### config.mk
export PLATFORM = sky130hd
export DESIGN_NAME = edge_period_meter
export DESIGN_NICKNAME = d
export VERILOG_FILES = /design/src/rtl/edge_meter_pkg.sv /design/src/rtl/sync_edge_detect.sv /design/src/rtl/edge_period_meter.sv
export SDC_FILE = /design/constraint.sdc
export NUM_CORES = 1
export LEC_CHECK = 0
export ABC_AREA = 1
export CORE_ASPECT_RATIO = 1.5
export CORE_MARGIN = 2
export CORE_UTILIZATION = 65
export DETAILED_ROUTE_END_ITERATION = 7
export PLACE_DENSITY = 0.87
export SLEW_MARGIN = 20
export SYNTH_ARGS = -nofsm -noshare
export SYNTH_HDL_FRONTEND = slang
export SYNTH_SLANG_ARGS = --single-unit
### constraint.sdc
create_clock -name clk -period 5.67 [get_ports clk]
set_input_delay 1.134 -clock clk [delete_from_list [all_inputs] [get_ports clk]]
set_output_delay 1.134 -clock clk [all_outputs]
set_load 0.01 [all_outputs]
### src/rtl/edge_meter_pkg.sv
// Shared definitions for the edge period meter: FSM state encoding and
// default timing constants.
package edge_meter_pkg;

    // state   | meaning
    // IDLE    | no reference edge yet (after reset or signal loss)
    // MEASURE | at least one rising edge seen, periods being reported
    typedef logic [0:0] state_t;

    localparam state_t ST_IDLE    = 1'b0;
    localparam state_t ST_MEASURE = 1'b1;

    // Loss-of-signal window: about 1.34 s at 100 MHz.
    localparam int unsigned DEFAULT_TIMEOUT = 2**27;
    localparam int unsigned DEFAULT_TOL     = 2;

endpackage

### src/rtl/sync_edge_detect.sv
// Two-flop synchronizer for an asynchronous input followed by a delay flop,
// producing single-cycle rise/fall strobes in the clk domain.
module sync_edge_detect (
    input  logic clk,
    input  logic rst_n,
    input  logic sig_in,
    output logic rise,
    output logic fall
);

    logic s1;
    logic s2;
    logic s3;

    // Metastability chain (s1, s2) plus one history stage (s3) for edge compare.
    always_ff @(posedge clk or negedge rst_n) begin
        if (!rst_n) begin
            s1 <= 1'b0;
            s2 <= 1'b0;
            s3 <= 1'b0;
        end else begin
            s1 <= sig_in;
            s2 <= s1;
            s3 <= s2;
        end
    end

    assign rise = s2 & ~s3;
    assign fall = ~s2 & s3;

endmodule

### src/rtl/edge_period_meter.sv
// Measures period and high time of a slow asynchronous square wave in clk
// cycles, flags loss of signal and reports period-to-period stability.
//
// state   | meaning
// IDLE    | waiting for a first rising edge; outputs hold last results
// MEASURE | each rising edge reports period/high_time; timeout watched
module edge_period_meter
    import edge_meter_pkg::*;
#(
    parameter int          W       = 32,
    parameter int unsigned TIMEOUT = DEFAULT_TIMEOUT,
    parameter int unsigned TOL     = DEFAULT_TOL
) (
    input  logic         clk,
    input  logic         rst_n,
    input  logic         sig_in,
    output logic [W-1:0] period,
    output logic [W-1:0] high_time,
    output logic         valid,
    output logic         timeout,
    output logic         stable
);

    localparam logic [W-1:0] CNT_ONE     = W'(1);
    localparam logic [W-1:0] CNT_MAX     = '1;
    localparam logic [W-1:0] TIMEOUT_CNT = W'(TIMEOUT);
    localparam logic [W-1:0] TOL_CNT     = W'(TOL);

    logic         rise;
    logic         fall;
    logic [W-1:0] cnt;
    logic [W-1:0] hi_lat;
    logic [W-1:0] delta;
    logic         seen_valid;
    state_t       state;

    sync_edge_detect u_sync (
        .clk    (clk),
        .rst_n  (rst_n),
        .sig_in (sig_in),
        .rise   (rise),
        .fall   (fall)
    );

    // Distance between the period just measured and the one currently reported.
    always_comb begin
        delta = (cnt >= period) ? (cnt - period) : (period - cnt);
    end

    // Cycle counter restarted by each rising edge; saturates instead of wrapping.
    always_ff @(posedge clk or negedge rst_n) begin
        if (!rst_n) begin
            cnt <= '0;
        end else if (rise) begin
            cnt <= CNT_ONE;
        end else if (cnt != CNT_MAX) begin
            cnt <= cnt + CNT_ONE;
        end
    end

    // Capture elapsed count at the falling edge as the pending high time.
    always_ff @(posedge clk or negedge rst_n) begin
        if (!rst_n) begin
            hi_lat <= '0;
        end else if (fall) begin
            hi_lat <= cnt;
        end
    end

    // Sequencing FSM: result registers, valid strobe, timeout and stability.
    always_ff @(posedge clk or negedge rst_n) begin
        if (!rst_n) begin
            state      <= ST_IDLE;
            period     <= '0;
            high_time  <= '0;
            valid      <= 1'b0;
            timeout    <= 1'b0;
            stable     <= 1'b0;
            seen_valid <= 1'b0;
        end else begin
            valid <= 1'b0;
            case (state)
                ST_IDLE: begin
                    if (rise) begin
                        state      <= ST_MEASURE;
                        timeout    <= 1'b0;
                        seen_valid <= 1'b0;
                    end
                end
                ST_MEASURE: begin
                    // A rise coinciding with the timeout count is a valid measurement.
                    if (rise) begin
                        period     <= cnt;
                        high_time  <= hi_lat;
                        valid      <= 1'b1;
                        stable     <= seen_valid && (delta <= TOL_CNT);
                        seen_valid <= 1'b1;
                    end else if (cnt == TIMEOUT_CNT) begin
                        state   <= ST_IDLE;
                        timeout <= 1'b1;
                        stable  <= 1'b0;
                    end
                end
                default: state <= ST_IDLE;
            endcase
        end
    end

endmodule

==> summary.md, run 1 <==
The floorplan step defined a core boundary enclosing 16100 um2. TritonCTS created 17 clock buffers. The fraction of power spent switching nets is 0.500, and the slew of the pin with the lowest slew margin is 1.01 ns. The number of primary I/O pins came out at 70.

The number of diodes is 0. Clock latency at the later pin of the worst-skew pair: 0.44 ns. Before CTS, the worst setup slack after placement is 2.67 ns. The period utilization was 0.553. In this run the cell area measured after placement is 11400 um2. The number of vias per cell was 6.07; the fraction of the yosys area taken by sequential cells was 0.321. The sequential power share is 0.214. Data on the critical path is required at its endpoint by 5.98 ns. Post-CTS timing repair inserted 0 buffers for setup. The leading register cell type out of synthesis was sky130_fd_sc_hd__dfrtp_1.

TritonCTS built the clock tree. The layout cell share with drive strength beyond 1 was 0.0473; the number of input and output port buffers inserted was 69. The final standard cell utilization of the core came out at 0.746. The final route contains 11900 vias. The floorplan has 57 rows.

For the worst relative slew slack, the log shows 0.318. The tools report the routed wire length as 39700 um. Number of clock sinks seen by CTS: 136.

The floorplan step defined a die boundary enclosing 17400 um2. The pin count of the biggest net entering global routing was 100. Summed over all failing endpoints, the final setup total negative slack is 0 ns. The logs give 0 for the number of antenna violations at the first check in global routing and 0 for the final number of hold-violating endpoints. Timing would allow up to 319 MHz. The first global-routing pass estimated 61100 um of wire. The aggregate global routing overflow is 0, and the number of warnings reported in the yosys synthesis log is 0. The count of unique library cells instantiated by Yosys came out at 46. STA classifies the critical path endpoint as a flip-flop. Clock root buffer: sky130_fd_sc_hd__clkbuf_16.

The logs give 0.658 for the initial core utilization and 0 for the number of pins exceeding their max-slew limit in the final report. The number of cells produced by synthesis is 1682. The top fanout value on the critical path is 9, and the final period demand of the worst path is 3.13 ns.

After clock tree synthesis, the clock-pin slew on the worst setup and hold paths is 0.07 ns. Net load switching power: 2.52 mW. For the final non-filler cell area, the log shows 12000 um2. After layout, the worst setup slack is 2.54 ns. The number of nets handed over by synthesis was 1752. The tools report the type of element launching the critical path as a flip-flop.

The average instance area after synthesis is 6.30 um2, and the global-route usage over all layers is 0.465. After synthesis the netlist holds a flip-flop and latch count of 136. Once detail routing completed, the nets flagged for antenna violations numbered 0. For this design, the CTS-stage hold fixing added 0 buffers. Gates resized during post-CTS repair numbered 0. The detail-routed net length per standard cell is 20.2 um. In this run the vertical extent of the chip is 160 um.

The data arrival time of the worst path was 3.44 ns. The worst setup path is of the flip-flop to flip-flop kind. The number of setup violations in the final report is 0, and the buffer depth of the longest clock path is 2. Power spread over the standard cell area amounts to 419 nW/um2. For this run, the post-layout net count is 1813. For this run, the detailed router's first-pass iteration total came to 8.

Overall power consumption after layout is estimated at 5.04 mW. The post-DP HPWL is 27200 um, and the combinational power share is 0.557. The DRC violation total after the first TritonRoute iteration is 1684, and the proportion of register bits with asynchronous set or reset after synthesis is 1.00. The clock arrives with 0.0101 ns of skew. Relative to the synthesized area, the layout overhead comes to 13.4%. The worst-case IR drop observed on VDD is 383 uV.

The flow ran to the end, but the final reports show violations. The H-tree depth is 4, and the number of enable-type register cells in the synthesized netlist is 0. The die is 108 um wide.

Setup repair after global routing left no endpoint under its margin. The mapped netlist covers 10600 um2. At the end of routability-driven placement, the weighted congestion stood at 1.06. Number of global-route vias before repair: 11500.

The tightest min-delay check is of the flip-flop to flip-flop type. For the DRC violations left, the log shows 18. The run gives 1172 as the number of fillers in the final layout. Summed over all cells, the static leakage comes to 6.75 nW. The checks that failed: DRC. Proportion of power drawn by the clock network: 0.229. The internal portion of the total power is 2.52 mW. The tool flagged a number of max-cap violations equal to 0.
[sequential cells by signal (all words and copies together) (netlist names)]
| signal | cells |
|---|---|
| u_sync.s2 | 1 |
| high_time | 32 |
| u_sync.s3 | 1 |
| cnt | 32 |
| timeout | 1 |
| u_sync.s1 | 1 |
| hi_lat | 32 |
| state | 1 |
| seen_valid | 1 |
| valid | 1 |
| period | 32 |
| stable | 1 |
[path summary, 6_finish.rpt]
check,slack (ns),start,end,cells after the start
setup / recovery,2.54,cnt[2]$_DFFE_PN0P_,cnt[31]$_DFFE_PN0P_,9
hold / removal,0.37,u_sync.s1$_DFF_PN0_,u_sync.s2$_DFF_PN0_,0
setup reg to reg,2.54,cnt[2]$_DFFE_PN0P_,cnt[31]$_DFFE_PN0P_,9
hold reg to reg,0.37,u_sync.s1$_DFF_PN0_,u_sync.s2$_DFF_PN0_,0
max in group asynchronous,3.81,rst_n,period[25]$_DFFE_PN0P_,2
min in group asynchronous,0.80,rst_n,high_time[7]$_DFFE_PN0P_,1
[critical path, stage by stage (launching register included)]
cell and delay, ns:
sky130_fd_sc_hd__dfrtp_1 0.59, sky130_fd_sc_hd__nand3_1 0.34, sky130_fd_sc_hd__nor4_1 0.90, sky130_fd_sc_hd__nand3_2 0.29
sky130_fd_sc_hd__nor2_2 0.22, sky130_fd_sc_hd__nand3_2 0.14, sky130_fd_sc_hd__nor2_1 0.17, sky130_fd_sc_hd__nand2_1 0.12
sky130_fd_sc_hd__o21ai_1 0.19, sky130_fd_sc_hd__a21oi_1 0.06
[routing by layer]
layer / wire, um / vias to the layer above / track usage
met5: 28 / - / 0
met4: 3610 / 2 / 0.327
met3: 3940 / 289 / 0.0929
met2: 18200 / 943 / 0.749
met1: 13900 / 5345 / 0.548
li1: - / 5322 / -
[cells by family after synthesis]
kind of cell	after synthesis	synth area share
AOI/OAI and AO/OA	172	0.0874
xor gates and xnor gates	13	0.0107
adders and majority gates	67	0.0805
buffers and inverters	318	0.116
DFF	136	0.321
and+or+nand+nor	976	0.384
[cell usage after synthesis (4+ instances only)]
library cell / number / area, um2
sky130_fd_sc_hd__nand3_1: 85 / 425
sky130_fd_sc_hd__ha_1: 65 / 813
sky130_fd_sc_hd__nor3_1: 15 / 75.1
sky130_fd_sc_hd__o21ai_0: 88 / 440
sky130_fd_sc_hd__nor3_2: 4 / 40.0
sky130_fd_sc_hd__nor2_2: 5 / 31.3
sky130_fd_sc_hd__nor2_1: 94 / 353
sky130_fd_sc_hd__a21oi_1: 62 / 310
sky130_fd_sc_hd__nand4_1: 29 / 181
sky130_fd_sc_hd__nor2_4: 6 / 67.6
sky130_fd_sc_hd__dfrtp_1: 136 / 3400
sky130_fd_sc_hd__nand3_2: 6 / 60.1
sky130_fd_sc_hd__nand2_1: 707 / 2650
sky130_fd_sc_hd__inv_1: 278 / 1040
sky130_fd_sc_hd__buf_2: 5 / 25.0
sky130_fd_sc_hd__o21a_1: 4 / 30.0
sky130_fd_sc_hd__buf_4: 4 / 30.0
sky130_fd_sc_hd__inv_2: 7 / 26.3
sky130_fd_sc_hd__clkbuf_1: 16 / 60.1
sky130_fd_sc_hd__o21bai_1: 5 / 37.5
sky130_fd_sc_hd__nand2_2: 8 / 50.1
sky130_fd_sc_hd__nor4_1: 9 / 56.3
sky130_fd_sc_hd__xor2_1: 12 / 105
[power groups by stage]
stage          clock, mW  combinational, mW  sequential [mW]
6_report            1.15               2.81             1.08
5_1_grt             1.17               3.13             1.08
4_1_cts             1.13               2.70             1.07
3_5_place_dp           0               2.67             1.09
3_3_place_gp           0               2.66             1.09
2_1_floorplan          0               2.00             1.08
[area by class of cell]
cell class | count | area (um2) | area share
Multi-Input combinational cell | 1228 | 5970 | 0.497
Inverter | 287 | 1080 | 0.0898
Clock inverter | 14 | 163 | 0.0135
Timing Repair Buffer | 73 | 722 | 0.0600
Sequential cell | 136 | 3400 | 0.283
Clock buffer | 17 | 425 | 0.0354
Tap cell | 206 | 258 | 0.0214
[placed cells by master, fill, tap and decap left out, drive strengths merged]
master         Yosys  layout
a211oi             1       1
a21o               2       2
a21oi             65      65
a221oi             2       2
a22oi              1       1
a2bb2oi            1       1
a31oi              1       1
and2               1       1
and3               1       1
buf               13       5
bufinv             0       2
clkbuf            18      17
clkdlybuf4s50      0      68
clkinvlp           0       4
dfrtp            136     136
fa                 2       2
ha                65      65
inv              286     295
nand2            718     718
nand3             91      91
nand4             29      29
nor2             105     105
nor2b              1       1
nor3              20      20
nor4               9       9
o21a               4       4
o21ai             89      89
o21bai             5       5
o31a               1       1
or4                1       1
xnor2              1       1
xor2              12      12
[stage by stage]
stage | cells | hold WS [ns]
after CTS | 1961 | 0.366
after global routing | 1961 | 0.370
after detailed placement | 1930 | 0.352
after global placement | 1930 | 0.340
final | 1961 | 0.366
after floorplan | 1682 | 0.331
No activity file was read; power rests on OpenSTA's default activity.
==> run 2, diff against run 1 <==
CORE_UTILIZATION = 55   (was 65)
PLACE_DENSITY = 0.78   (was 0.87)
clock period = 2.5 ns   (was 5.67 ns; I/O delays follow)
==> summary.md, run 2 (synthesized netlist as in run 1, its figures left out) <==
Setup repair after global routing could not meet its margin everywhere. The tools report the fmax as 389 MHz (+22%). Number of nets in the layout: 1971 (+8.7%). The proportion of power drawn by the clock network came out at 0.211 (-0.018). For the instance count after placement with tap cells included, the log shows 2128 (+10%).

Met2 capacity usage during global routing: 0.631 (-0.118). met2 is the most crowded layer. The leakage power is 7.58 nW (+12%), and the die outline area is 20400 um2 (+18%).

The tools report the clock root buffer as sky130_fd_sc_hd__clkbuf_16. The fraction of power spent switching nets is 0.464 (-0.0360), and the number of hold buffers added after cts is 0 (unchanged). The most common cell after layout, fill and taps aside is sky130_fd_sc_hd__nand2_1. The number of vias per cell is 5.36 (-12%), and the number of clock sinks seen by CTS is 136 (unchanged). For the number of CTS-inserted buffers, the log shows 17 (unchanged).

The combinational power share was 0.597 (+0.040); the routability congestion estimate was 1.02 (-3.7%). The post-DP HPWL is 27700 um (+1.8%). In this run the worst hold path is classified as input pin to asynchronous set/reset pin.

The number of setup violations in the final report was 2 (+2). The logs give 0.0531 (-0.0398) for the met3 track demand over resource and 98 (-2.0%) for the pin count of the biggest net entering global routing. The number of diodes came out at 0 (unchanged). The post-route clock skew was 0.00821 ns (-0.00185 ns). The final reports fail on setup timing.

Data arrival time of the worst path: 2.94 ns (-0.50 ns). The H-tree depth is 4 (unchanged), and the DRC violation total after the first TritonRoute iteration is 849 (-50%). The layout cell share with drive strength beyond 1 came out at 0.166 (+0.119).

The run gives 11500 (-0.20%) as the number of global-route vias before repair. The detailed-router iteration count before antenna repair was 6 (-2). TritonCTS built the clock tree. Number of pins exceeding their max-slew limit in the final report: 0 (unchanged). STA classifies the critical path startpoint as a flip-flop. For the aggregate global routing overflow, the log shows 0 (unchanged). The logs give 0 (-18) for the DRC violations left and 2 (unchanged) for the buffer depth of the longest clock path. Period utilization: 1.03 (+0.476). The critical path required time was 2.87 ns (-3.11 ns); the peak ir drop on the vdd network was 805 uV (+110%). Floorplan core area: 19000 um2 (+18%). The final standard cell count with taps included and fillers excluded is 2170 (+11%), and the initial core utilization is 0.558 (-0.100). The tools report the met1 demand-to-capacity share in global routing as 0.408 (-0.141).

For the routed wire length, the log shows 36600 um (-7.9%). The clock slew seen by the registers of the worst setup and hold paths works out to 0.07 ns (about the same). The worst relative slew slack is 0.394 (+0.0769), and the final number of hold-violating endpoints is 0 (unchanged). The die span in x works out to 117 um (+8.4%).

The global-route usage over all layers is 0.357 (-0.108). The internal power contribution was 6.69 mW (+170%); the number of input and output port buffers inserted was 69 (unchanged). Worst slack after detailed placement: -0.152 ns (-2.82 ns).

For the sequential power share, the log shows 0.192 (-0.022). The logs give 11600 (-2.3%) for the vias after detailed routing and 0 (unchanged) for the number of antenna violations at the first check in global routing. The number of primary I/O pins is 70 (unchanged), and the overall power after layout is 12.5 mW (+150%). The final period demand of the worst path was 2.57 ns (-0.563 ns); the first-pass GRT wire length was 57200 um (-6.4%). For the worst path setup slack after routing, the log shows -0.0711 ns (-2.61 ns). The top cell types in the final layout, fill and taps aside, are sky130_fd_sc_hd__nand2_1, sky130_fd_sc_hd__inv_1, sky130_fd_sc_hd__buf_4. The top fanout value on the critical path was 5 (-4). The net load switching power is 5.79 mW (+130%), and the floorplan row count is 62 (+8.8%). Total power per unit cell area: 910 nW/um2 (+120%). The critical path starts at period[6]$_DFFE_PN0P_. The area growth from synthesis to layout works out to 29.3%. The clock latency at the later pin of the worst-skew pair came out at 0.43 ns (about the same). Kind of critical path: flip-flop to flip-flop. STA classifies the critical path endpoint as a flip-flop.

For the count of maximum capacitance violations, the log shows 0 (unchanged). The number of antenna-violating nets in the routed design was 0 (unchanged). The startpoint identified for the worst register-to-register timing path is period[6]$_DFFE_PN0P_. The detail-routed net length per standard cell is 16.8 um (-17%), and the slew of the pin with the lowest slew margin is 0.908 ns (-0.106 ns). The overall die height is 174 um (+8.5%). The flow ran to the end, but the final reports show violations.
## run 2: cell types whose count changed in the layout (fill, tap and decap cells not counted), moves of 9 or more
cell | previous run | this run
sky130_fd_sc_hd__ha_2 | 0 | 9
sky130_fd_sc_hd__ha_4 | 0 | 14
sky130_fd_sc_hd__inv_1 | 278 | 268
sky130_fd_sc_hd__ha_1 | 65 | 42
sky130_fd_sc_hd__buf_4 | 4 | 158
sky130_fd_sc_hd__nand2_1 | 707 | 696
sky130_fd_sc_hd__inv_2 | 8 | 17
sky130_fd_sc_hd__nor2_2 | 5 | 18
sky130_fd_sc_hd__nor2_1 | 93 | 79
## run 2: per-layer routing
| layer | share of wire | vias up |
|---|---|---|
| met5 | 0 | - |
| met4 | 0.055 | 0 |
| met3 | 0.053 | 130 |
| met2 | 0.50 | 455 |
| met1 | 0.39 | 5410 |
| li1 | - | 5630 |
## run 2: path summary, 6_finish.rpt
path,end,slack [ns],cells after the start
setup / recovery,stable$_DFFE_PN0P_,-0.07,16
min in group clk,u_sync.s2$_DFF_PN0_,0.35,0
max in group asynchronous,hi_lat[24]$_DFFE_PN0P_,1.80,2
setup reg to reg,stable$_DFFE_PN0P_,-0.07,16
hold reg to reg,u_sync.s2$_DFF_PN0_,0.35,0
hold / removal,hi_lat[0]$_DFFE_PN0P_,0.02,1
## run 2: final cells by class
type	count	area (um2)
Multi-Input combinational cell	1228	6320
Fill cell	1575	5300
Sequential cell	136	3410
Timing Repair Buffer	231	1970
Inverter	287	1080
Clock buffer	18	439
Tap cell	256	320
Clock inverter	14	173
## run 2: worst max-delay path: stages, from the launching register on
cell,delay (ns)
sky130_fd_sc_hd__dfrtp_1,0.38
sky130_fd_sc_hd__inv_2,0.07
sky130_fd_sc_hd__ha_2,0.40
sky130_fd_sc_hd__nand2_1,0.16
sky130_fd_sc_hd__nor2_1,0.26
sky130_fd_sc_hd__nand3_1,0.16
sky130_fd_sc_hd__nand3_1,0.17
sky130_fd_sc_hd__nand2_1,0.17
sky130_fd_sc_hd__nand3_1,0.12
sky130_fd_sc_hd__nand2_1,0.05
sky130_fd_sc_hd__nand2_1,0.06
sky130_fd_sc_hd__nand2_1,0.05
sky130_fd_sc_hd__nand2_1,0.07
sky130_fd_sc_hd__nand2_1,0.06
sky130_fd_sc_hd__nor3_2,0.16
sky130_fd_sc_hd__nand3_1,0.10
sky130_fd_sc_hd__nand2_1,0.06
## run 2: power by group through the flow
stage	clock network [mW]	registers, mW	logic [mW]
6_report	2.63	2.40	7.44
2_1_floorplan	0	2.44	4.53
3_3_place_gp	0	2.41	6.39
5_1_grt	2.72	2.41	8.21
4_1_cts	2.63	2.39	6.97
3_5_place_dp	0	2.42	6.51
## run 2: what timing repair did
item                                    4_1_cts  5_1_grt
pin swaps                                     4       22
gates cloned                                  1        0
buffers inserted                              3        6
gates resized for setup                      42       51
endpoints found under the setup margin        1       17
## run 2: metrics by stage
step	utilization	cell area, um2	hold WS, ns	TNS [ns]
2_1_floorplan	-	10600	0.204	0
5_1_grt	0.721	13700	0.0608	-0.865
3_3_place_gp	0.665	12600	0.336	-0.0847
6_report	0.721	13700	0.0186	-0.0945
4_1_cts	0.710	13500	0.0401	0
3_5_place_dp	0.665	12600	0.338	-0.152
==> run 3, diff against run 2 <==
CORE_UTILIZATION = 56   (was 55)
CTS_BUF_LIST = sky130_fd_sc_hd__clkbuf_8   (was unset)
PLACE_DENSITY = 0.79   (was 0.78)
==> summary.md, run 3 (synthesized netlist as in run 1, its figures left out) <==
The flow ran to the end, but the final reports show violations. The final reports fail on setup timing. The tree is rooted in a sky130_fd_sc_hd__clkbuf_8.

The tools report the number of global-route vias before repair as 11200 (-2.5%). The logs give 2179 (+0.41%) for the final standard cell count with taps included and fillers excluded and 0 (unchanged) for the count of maximum capacitance violations. STA classifies the critical path endpoint as a flip-flop.

The routability congestion estimate was 0.999 (-2.3%). On the critical path, the stage with the largest delay is an instance of sky130_fd_sc_hd__dfrtp_1. The kind of critical path is flip-flop to flip-flop. The top fanout value on the critical path is 5 (unchanged). Total negative slack for setup checks: -0.0917 ns (+0.00284 ns). For the first-pass GRT wire length, the log shows 57400 um (+0.39%). The leakage power is 7.63 nW (+0.67%). In the layout the commonest cells are sky130_fd_sc_hd__nand2_1, sky130_fd_sc_hd__inv_1, sky130_fd_sc_hd__buf_4. The worst hold slack across all endpoints is 0.355 ns (+0.336 ns). The logs give 1 (-1) for the number of setup violations in the final report and 12700 um2 (+0.14%) for the placed standard-cell area.

The initial core utilization is 0.572 (+0.0138), and the number of antenna violations at the first check in global routing is 0 (unchanged). Routed signal wires occupy layers up through met4. The path with the worst hold slack has its endpoint at u_sync.s2$_DFF_PN0_.

The die outline area is 20100 um2 (-1.7%). The detail-routed net length per standard cell is 17.1 um (+1.7%). Pin count of the biggest net entering global routing: 98 (unchanged). Number of CTS-inserted buffers: 17 (unchanged).

In this run the worst hold path is classified as flip-flop to flip-flop. For the number of primary I/O pins, the log shows 70 (unchanged). The post-route clock skew came out at 0.0223 ns (+0.0141 ns). The instance count after placement with tap cells included is 2127 (-0.047%).

The period utilization came out at 1.04 (+0.00824). The startpoint identified for the worst hold timing path is u_sync.s1$_DFF_PN0_. The tools report the global-route usage over all layers as 0.374 (+0.0172). The number of nets in the layout is 1984 (+0.66%), and the DRC violations left is 0 (unchanged).

Buffer depth of the longest clock path: 2 (unchanged). Setup repair after global routing could not meet its margin everywhere. The number of vias per cell came out at 5.37 (+0.25%).

The clock latency at the later pin of the worst-skew pair was 0.47 ns (+0.04 ns). The tools report the reg-to-reg startpoint as period[10]$_DFFE_PN0P_. Compared with the post-synthesis result, the final layout area differs by 30.9%. The logs give 28500 um (+2.9%) for the post-DP HPWL and 0.368 (-0.0262) for the worst relative slew slack.

The final period demand of the worst path was 2.59 ns (+0.0206 ns). The type of element launching the critical path is a flip-flop. The total power per unit cell area is 887 nW/um2 (-2.6%), and the critical path required time is 2.92 ns (+0.05 ns). Walking the worst path, the cells encountered are inv_1 > ha_4 > nand2_1 > inv_1 > buf_4 > nand2_1 > nand2_1 > a21oi_1 > nand2_2 > nand2_1 > nand3_1 > nand2_1 > nand2_1 > nand2_1 > nor2b_1 > nand2_1 > nor2_1 > nand3_1 > nand2_1.

TritonCTS built the clock tree. The worst slack after detailed placement came out at -0.122 ns (+0.0300 ns). By instance count, the cell type seen most on the critical path is sky130_fd_sc_hd__nand2_1. The library cell used most frequently in the layout, excluding fill and tap cells, is sky130_fd_sc_hd__nand2_1. The longest individual stage delay on the worst path came out at 0.40 ns (about the same). The layout cell share with drive strength beyond 1 works out to 0.192 (+0.0259). The endpoint identified for the worst register-to-register timing path is stable$_DFFE_PN0P_. The worst-case register-to-register setup slack was -0.09 ns (-0.02 ns); the number of pins exceeding their max-slew limit in the final report was 0 (unchanged). The tools report the floorplan core area as 18500 um2 (-2.4%). The number of antenna-violating nets in the routed design was 0 (unchanged). The met3 routed wirelength is 2540 um (+32%), and the clock slew seen by the registers of the worst setup and hold paths is 0.10 ns (+0.03 ns). The number of diodes is 0 (unchanged). The data arrival time of the worst path came out at 3.01 ns (+0.07 ns). The overall die height is 173 um (-0.88%). The worst path setup slack after routing is -0.0917 ns (-0.0206 ns), and the slew of the pin with the lowest slew margin is 0.948 ns (+0.0393 ns).

The run gives 5 (-1) as the detailed-router iteration count before antenna repair. The vias after detailed routing is 11700 (+0.66%). The logs give 1153 (+36%) for the DRC violation total after the first TritonRoute iteration and 0 (unchanged) for the final number of hold-violating endpoints.

The number of input and output port buffers inserted was 69 (unchanged). The tools report the final non-filler cell area as 13900 um2 (+1.3%). The number of clock sinks seen by CTS is 136 (unchanged). The H-tree depth was 4 (unchanged); the final standard cell utilization of the core was 0.748 (+0.0274).

Number of cell instances on the worst register-to-register path: 19 (+3). The sum of routed wire segments on met1 is 14500 um (+1.6%), and the aggregate global routing overflow is 0 (unchanged). The peak ir drop on the vdd network was 668 uV (-17%). The tools report the fmax as 386 MHz (-0.79%). Along the worst hold path, the cell count comes to 0. The floorplan row count came out at 61 (-1.6%). The die span in x came out at 116 um (-0.86%). The run gives 12.3 mW (-1.3%) as the overall power after layout. The tools report the routed wire length as 37300 um (+2.1%). The routed length on met2 is 17700 um (-3.5%).
## run 3: changes by cell type in the layout (fill, tap and decap cells not counted), sizes merged
cell,before,now
buf,163,174
clkinvlp,5,2
bufinv,3,5
clkinv,5,6
dlygate4sd3,0,1
nand2,718,719
## run 3: critical path, delay by kind of cell (launching register included)
family                   cells  cell delay (ns)
flip-flops                   1             0.40
adder cells (fa/ha/maj)      1             0.25
AND/OR/NAND/NOR             14             1.18
buffers and inverters        3             0.35
AO/OA/AOI/OAI                1             0.39
## run 3: how the worst max path moves through the flow
stage,endpoint,startpoint,slack (ns),cells past startpoint
after floorplan,stable$_DFFE_PN0P_,cnt[0]$_DFFE_PN0P_,0.17,21
after global placement,stable$_DFFE_PN0P_,period[19]$_DFFE_PN0P_,-0.07,18
after detailed placement,stable$_DFFE_PN0P_,period[19]$_DFFE_PN0P_,-0.12,18
after CTS,stable$_DFFE_PN0P_,period[23]$_DFFE_PN0P_,0.005,18
after global routing,stable$_DFFE_PN0P_,period[10]$_DFFE_PN0P_,-0.33,19
final,stable$_DFFE_PN0P_,period[10]$_DFFE_PN0P_,-0.09,19
## run 3: timing repair
action	in CTS	in global routing
resized for setup	24	132
buffers inserted	4	14
endpoints found under the hold margin	11	0
cloned	1	0
pin swaps	5	35
hold buffers	1	0
setup endpoints to repair	1	20
## run 3: power breakdown
group          switching (mW)  internal, mW
Clock                   0.920          1.22
Combinational            5.02          2.76
Sequential             0.0807          2.31
Total                    6.02          6.29
## run 3: per-layer routing
layer  global-route usage  up-vias
met3               0.0655      140
met4                0.242        0
li1                     -     5665
met1                0.460     5377
met5                    0        -
met2                0.594      520
## run 3: cell type report
class	instances	area, um2
Inverter	287	1080
Sequential cell	136	3410
Timing Repair Buffer	243	2040
Clock inverter	14	219
Tap cell	252	315
Multi-Input combinational cell	1229	6560
Fill cell	1465	4660
Clock buffer	18	248
